File: config.mk
export PLATFORM = sky130hd
export DESIGN_NAME = ram_port_arbiter
export DESIGN_NICKNAME = d
export VERILOG_FILES = /design/src/rtl/arb_pkg.sv /design/src/rtl/arb_sat_counter.sv /design/src/rtl/ram_port_arbiter.sv
export SDC_FILE = /design/constraint.sdc
export NUM_CORES = 1
export LEC_CHECK = 0
export CAP_MARGIN = 20
export CORE_ASPECT_RATIO = 2
export CORE_UTILIZATION = 25
export CTS_BUF_LIST = sky130_fd_sc_hd__clkbuf_16
export DETAILED_ROUTE_END_ITERATION = 10
export MAX_ROUTING_LAYER = met4
export PLACE_DENSITY_LB_ADDON = 0.1
export SYNTH_ARGS = -nofsm -noshare
export SYNTH_HDL_FRONTEND = slang
export SYNTH_SLANG_ARGS = --single-unit
File: constraint.sdc
create_clock -name clk -period 2.5 [get_ports clk]
set_input_delay 0.5 -clock clk [delete_from_list [all_inputs] [get_ports clk]]
set_output_delay 0.5 -clock clk [all_outputs]
set_load 0.05 [all_outputs]
File: src/rtl/arb_pkg.sv
// Shared encodings and default widths for the RAM port arbiter.
package arb_pkg;

   localparam int unsigned ARB_ADDR_W       = 4;
   localparam int unsigned ARB_DATA_W       = 8;
   localparam int unsigned ARB_STREAK_W     = 3;
   localparam int unsigned ARB_LD_BURST_MAX = 3;
   localparam int unsigned ARB_PERF_W       = 16;

   typedef enum logic [1:0] {
      IDLE    = 2'd0,
      ACC_CPU = 2'd1,
      ACC_LD  = 2'd2
   } arb_state_e;

   localparam logic REQ_CPU = 1'b0;
   localparam logic REQ_LD  = 1'b1;

endpackage

File: src/rtl/arb_sat_counter.sv
// Saturating up-counter with synchronous clear; used for the LD streak and perf counts.
module arb_sat_counter #(
   parameter int unsigned WIDTH = 3,
   parameter int unsigned MAX   = 7
) (
   input  logic             clk,
   input  logic             rst,
   input  logic             inc_i,
   input  logic             clr_i,
   output logic [WIDTH-1:0] cnt_o
);

   logic [WIDTH-1:0] cnt_q, cnt_d;

   always_comb begin
      cnt_d = cnt_q;
      if (clr_i) begin
         cnt_d = '0;
      end else if (inc_i && (cnt_q != WIDTH'(MAX))) begin
         cnt_d = cnt_q + WIDTH'(1);
      end
   end

   always_ff @(posedge clk) begin
      if (rst) begin
         cnt_q <= '0;
      end else begin
         cnt_q <= cnt_d;
      end
   end

   assign cnt_o = cnt_q;

endmodule

File: src/rtl/ram_port_arbiter.sv
// Arbitrates the single-port program/data RAM between the CPU and loader ports.
// Define ARB_PERF_EN to add the cpu_wait_cnt / ld_grant_cnt performance counters.
module ram_port_arbiter
   import arb_pkg::*;
#(
   parameter int unsigned ADDR_W       = ARB_ADDR_W,
   parameter int unsigned DATA_W       = ARB_DATA_W,
   parameter int unsigned LD_BURST_MAX = ARB_LD_BURST_MAX
) (
   input  logic              clk,
   input  logic              rst,
   input  logic              cpu_req,
   input  logic              cpu_we,
   input  logic [ADDR_W-1:0] cpu_addr,
   input  logic [DATA_W-1:0] cpu_wdata,
   output logic              cpu_gnt,
   output logic              cpu_rvalid,
   output logic [DATA_W-1:0] cpu_rdata,
   output logic              cpu_stall,
   input  logic              ld_req,
   input  logic              ld_we,
   input  logic [ADDR_W-1:0] ld_addr,
   input  logic [DATA_W-1:0] ld_wdata,
   output logic              ld_gnt,
   output logic              ld_rvalid,
   output logic [DATA_W-1:0] ld_rdata,
   input  logic              ld_lock,
   output logic              ram_en,
   output logic              ram_we,
   output logic [ADDR_W-1:0] ram_addr,
   output logic [DATA_W-1:0] ram_wdata,
   input  logic [DATA_W-1:0] ram_rdata
`ifdef ARB_PERF_EN
   ,
   output logic [ARB_PERF_W-1:0] cpu_wait_cnt,
   output logic [ARB_PERF_W-1:0] ld_grant_cnt
`endif
);

   arb_state_e              state_q, state_d;
   logic [ARB_STREAK_W-1:0] streak;
   logic                    streak_inc, streak_clr, streak_at_max;
   logic                    cpu_ok, acc, sel;
   logic                    cpu_rvalid_q, ld_rvalid_q;
   logic [DATA_W-1:0]       cpu_rdata_q, ld_rdata_q;

   assign cpu_ok        = cpu_req & ~ld_lock;
   assign streak_at_max = (streak == ARB_STREAK_W'(LD_BURST_MAX));

   // Winner selection happens only in IDLE; every access is a single cycle.
   always_comb begin
      state_d    = IDLE;
      streak_inc = 1'b0;
      streak_clr = 1'b0;
      case (state_q)
         IDLE: begin
            streak_clr = ~cpu_req;
            if (ld_req && !(cpu_ok && streak_at_max)) begin
               state_d    = ACC_LD;
               streak_inc = cpu_req;
            end else if (cpu_ok) begin
               state_d    = ACC_CPU;
               streak_clr = 1'b1;
            end
         end
         default: state_d = IDLE;
      endcase
   end

   arb_sat_counter #(
      .WIDTH (ARB_STREAK_W),
      .MAX   (LD_BURST_MAX)
   ) u_streak (
      .clk   (clk),
      .rst   (rst),
      .inc_i (streak_inc),
      .clr_i (streak_clr),
      .cnt_o (streak)
   );

   always_ff @(posedge clk) begin
      if (rst) begin
         state_q      <= IDLE;
         cpu_rvalid_q <= 1'b0;
         ld_rvalid_q  <= 1'b0;
         cpu_rdata_q  <= '0;
         ld_rdata_q   <= '0;
      end else begin
         state_q      <= state_d;
         cpu_rvalid_q <= cpu_gnt & ~cpu_we;
         ld_rvalid_q  <= ld_gnt & ~ld_we;
         if (cpu_rvalid_q) cpu_rdata_q <= ram_rdata;
         if (ld_rvalid_q)  ld_rdata_q  <= ram_rdata;
      end
   end

   assign cpu_gnt    = (state_q == ACC_CPU);
   assign ld_gnt     = (state_q == ACC_LD);
   assign cpu_stall  = cpu_req & ~cpu_gnt;
   assign cpu_rvalid = cpu_rvalid_q;
   assign ld_rvalid  = ld_rvalid_q;
   // RAM data arrives in the rvalid cycle, so the return path bypasses the hold register.
   assign cpu_rdata  = cpu_rvalid_q ? ram_rdata : cpu_rdata_q;
   assign ld_rdata   = ld_rvalid_q  ? ram_rdata : ld_rdata_q;

   assign acc = (state_q == ACC_CPU) || (state_q == ACC_LD);
   assign sel = (state_q == ACC_LD) ? REQ_LD : REQ_CPU;

   // Strobes are killed during reset so an interrupted access never touches RAM.
   always_comb begin
      ram_en    = 1'b0;
      ram_we    = 1'b0;
      ram_addr  = '0;
      ram_wdata = '0;
      if (acc) begin
         ram_en    = ~rst;
         ram_we    = ~rst & ((sel == REQ_LD) ? ld_we : cpu_we);
         ram_addr  = (sel == REQ_LD) ? ld_addr  : cpu_addr;
         ram_wdata = (sel == REQ_LD) ? ld_wdata : cpu_wdata;
      end
   end

`ifdef ARB_PERF_EN
   arb_sat_counter #(
      .WIDTH (ARB_PERF_W),
      .MAX   ((1 << ARB_PERF_W) - 1)
   ) u_cpu_wait (
      .clk   (clk),
      .rst   (rst),
      .inc_i (cpu_stall),
      .clr_i (1'b0),
      .cnt_o (cpu_wait_cnt)
   );

   arb_sat_counter #(
      .WIDTH (ARB_PERF_W),
      .MAX   ((1 << ARB_PERF_W) - 1)
   ) u_ld_grant (
      .clk   (clk),
      .rst   (rst),
      .inc_i (ld_gnt),
      .clr_i (1'b0),
      .cnt_o (ld_grant_cnt)
   );
`endif

endmodule

==> results.yml <==
place:
  dpl.hpwl_mm: 2.70
  place_congestion: 0.753
  dp.cells: 244
  portBuffers: 73
setup_path:
  rr_worst_depth: 5
  worstPathArrival_ns: 1.68
  cp-start-kind: "register"
  required_ns: 2.00
  cp-end-kind: "output port"
  rr_endpoint: "u_streak.cnt_o[1]"
  reg2reg_from: "u_streak.cnt_o[0]"
  rrSetupSlack_ns: 0.98
  crit_type: "register to output port"
  crit_path_max_fanout: 3
layout:
  layout_common_cells: "41 x clkdlybuf4s50_1, 32 x buf_12, 23 x dfxtp_1"
  final_cells: 248
  final_common_cell: "clkdlybuf4s50_1"
  utilization_pct: 50.6
  layout.nets: 236
  antennaDiodeCount: 0
  drive_gt1_share_pct: 36.1
  synthToLayoutAreaGrowth_pct: 94.2
clock_network:
  clock_latency_ns: 0.25
  root_buffer: "clkbuf_16"
  cts-resized-gates: 0
  cts_setup_buffers: 0
  cts_tree: "built"
  numCtsBuffers: 3
  hold_buffers: 0
  htree_levels: 1
  clk_path_buf_depth: 2
  cts_sinks: 23
  clkTransAtPathRegs_ns: 0.06
detailed_routing:
  drc: 0
  firstDrtPassIters: 2
  via_per_inst: 4.41
  routed_wl_mm: 3.17
  vias: 1094
  drt_iter0_markers: 8
  post_drt_wl_per_cell_um: 12.8
  antenna_left: 0
die:
  die-area_um2: 5430
  die_y_um: 103
  initial_core_util_pct: 26.1
  ios: 74
  die_w_um: 52.6
  fp-row-count: 36
  coreArea_um2: 4910
worst_hold_path:
  min_from: "u_streak.cnt_o[1]"
  whs_path_depth: 2
  holdPathEnd: "u_streak.cnt_o[1]"
  hp-class: "register to register"
timing:
  tightest_slew_ns: 0.496
  finClkSkew_ns: 0.00275
  fmax_mhz: 459
  report.final.hold_viol_count: 0
  slew_headroom_pct: 66.8
  rsz0062_at_grt: "no"
  period_share_pct: 87.1
  final_max_slew_viol_count: 0
  fin_crit_ns: 2.18
  setup_viol: 0
power:
  power.total_mw: 1.04
  p_leak_nw: 0.993
  ir_drop_v: 0.000383
  p_per_area_nw_per_um2: 419
logic_synthesis:
  synthCells: 117
  syn-cell-area_um2: 1280
  synth_top_area_share_pct: 36.0
  synth_fp_nets: 161
  postSynthAreaPerCell_um2: 10.9
  yosys_warnings: 0
  synth_cell_types: 23
  ys_seq_area_share_pct: 36.0
  synth_largest_area_cell: "dfxtp_1"
  synth_seq_cells: 23
  synth_area_leaders: "dfxtp_1 36%, mux2_4 19%, mux2i_1 11%"
grt:
  grt_start_max_net_pins: 19
  grt_pass1_vias: 1171
  grt_pass1_wl_mm: 5.15
  antenna_found_initial: 0
  grt_use_total_pct: 13.1
  grt_overflow: 0
outcome:
  status: "finished clean"
job:
  maxCapViolCount: 0
-- Yosys cell counts --
master    instances
a211oi_2          1
a311oi_1          1
and2_1           16
and4b_1           1
buf_2             1
buf_4             1
buf_6             3
clkbuf_1          2
dfxtp_1          23
ha_1              5
inv_1             6
inv_2             1
mux2_4           16
mux2i_1          14
nand2_1           1
nand2b_1          1
nor2_1            2
nor2_2            1
nor2b_1          16
nor3b_1           2
nor4b_1           1
o221ai_1          1
xnor2_1           1
-- worst max path at each step --
stage	startpoint	end	slack [ns]	cells after the start
6_report	state_q[1]	cpu_gnt	0.32	3
5_1_grt	state_q[0]	ram_we	0.25	5
4_1_cts	state_q[1]	cpu_gnt	0.29	3
3_5_place_dp	rst	ram_we	0.37	4
3_3_place_gp	rst	ram_we	0.41	4
2_1_floorplan	state_q[0]	ram_we	-0.02	4
-- sequential cells by signal, indices dropped and copies added (netlist names) --
signal and count:
cpu_rdata_q 8, cpu_rvalid 1, ld_rdata_q 8, ld_rvalid 1
state_q 2, u_streak.cnt_o 3
-- per-layer routing --
metal | part of all wire [%] | track usage, %
met5 | 0 | -
met4 | 1.3 | 6.07
met3 | 6.2 | 2.78
met2 | 63 | 25.9
met1 | 30 | 10.9
-- stage by stage --
step / hold WS [ns] / area (um^2) / setup slack (ns) / setup TNS [ns]
after detailed placement: 0.512 / 2400 / 0.365 / 0
after global routing: 0.564 / 2490 / 0.250 / 0
final: 0.521 / 2490 / 0.322 / 0
after CTS: 0.532 / 2490 / 0.288 / 0
after global placement: 0.479 / 2400 / 0.406 / 0
after floorplan: 0.465 / 1310 / -0.0241 / -0.0241
-- critical path, cell delays in order (launching register included) --
cell             delay, ns
dfxtp_1               0.31
inv_1                 0.07
ha_1                  0.22
clkdlybuf4s50_1       0.82
-- where the power goes --
part	leakage, nW	internal (mW)	switching, mW
Clock	0.0371	0.216	0.129
Combinational	0.770	0.173	0.149
Sequential	0.186	0.373	0.00261
-- final cells by class --
type | instances | area [um^2]
Inverter | 7 | 26.3
Timing Repair Buffer | 77 | 1080
Sequential cell | 23 | 460
Clock inverter | 1 | 7.51
Fill cell | 453 | 2420
Tap cell | 57 | 71.3
Multi-Input combinational cell | 80 | 764
Clock buffer | 3 | 75.1
-- kinds of logic (layout without fill, tap and decap cells) --
family | count (synthesis) | after routing | synth area share, %
AND/OR/NAND/NOR | 41 | 41 | 20.1
flip-flops | 23 | 23 | 36.0
buffers and inverters | 14 | 88 | 6.26
adder cells (fa/ha/maj) | 5 | 5 | 4.89
multiplexers | 30 | 30 | 29.7
AO/OA/AOI/OAI | 3 | 3 | 2.35
XOR/XNOR | 1 | 1 | 0.684
No activity file was read; power rests on OpenSTA's default activity.
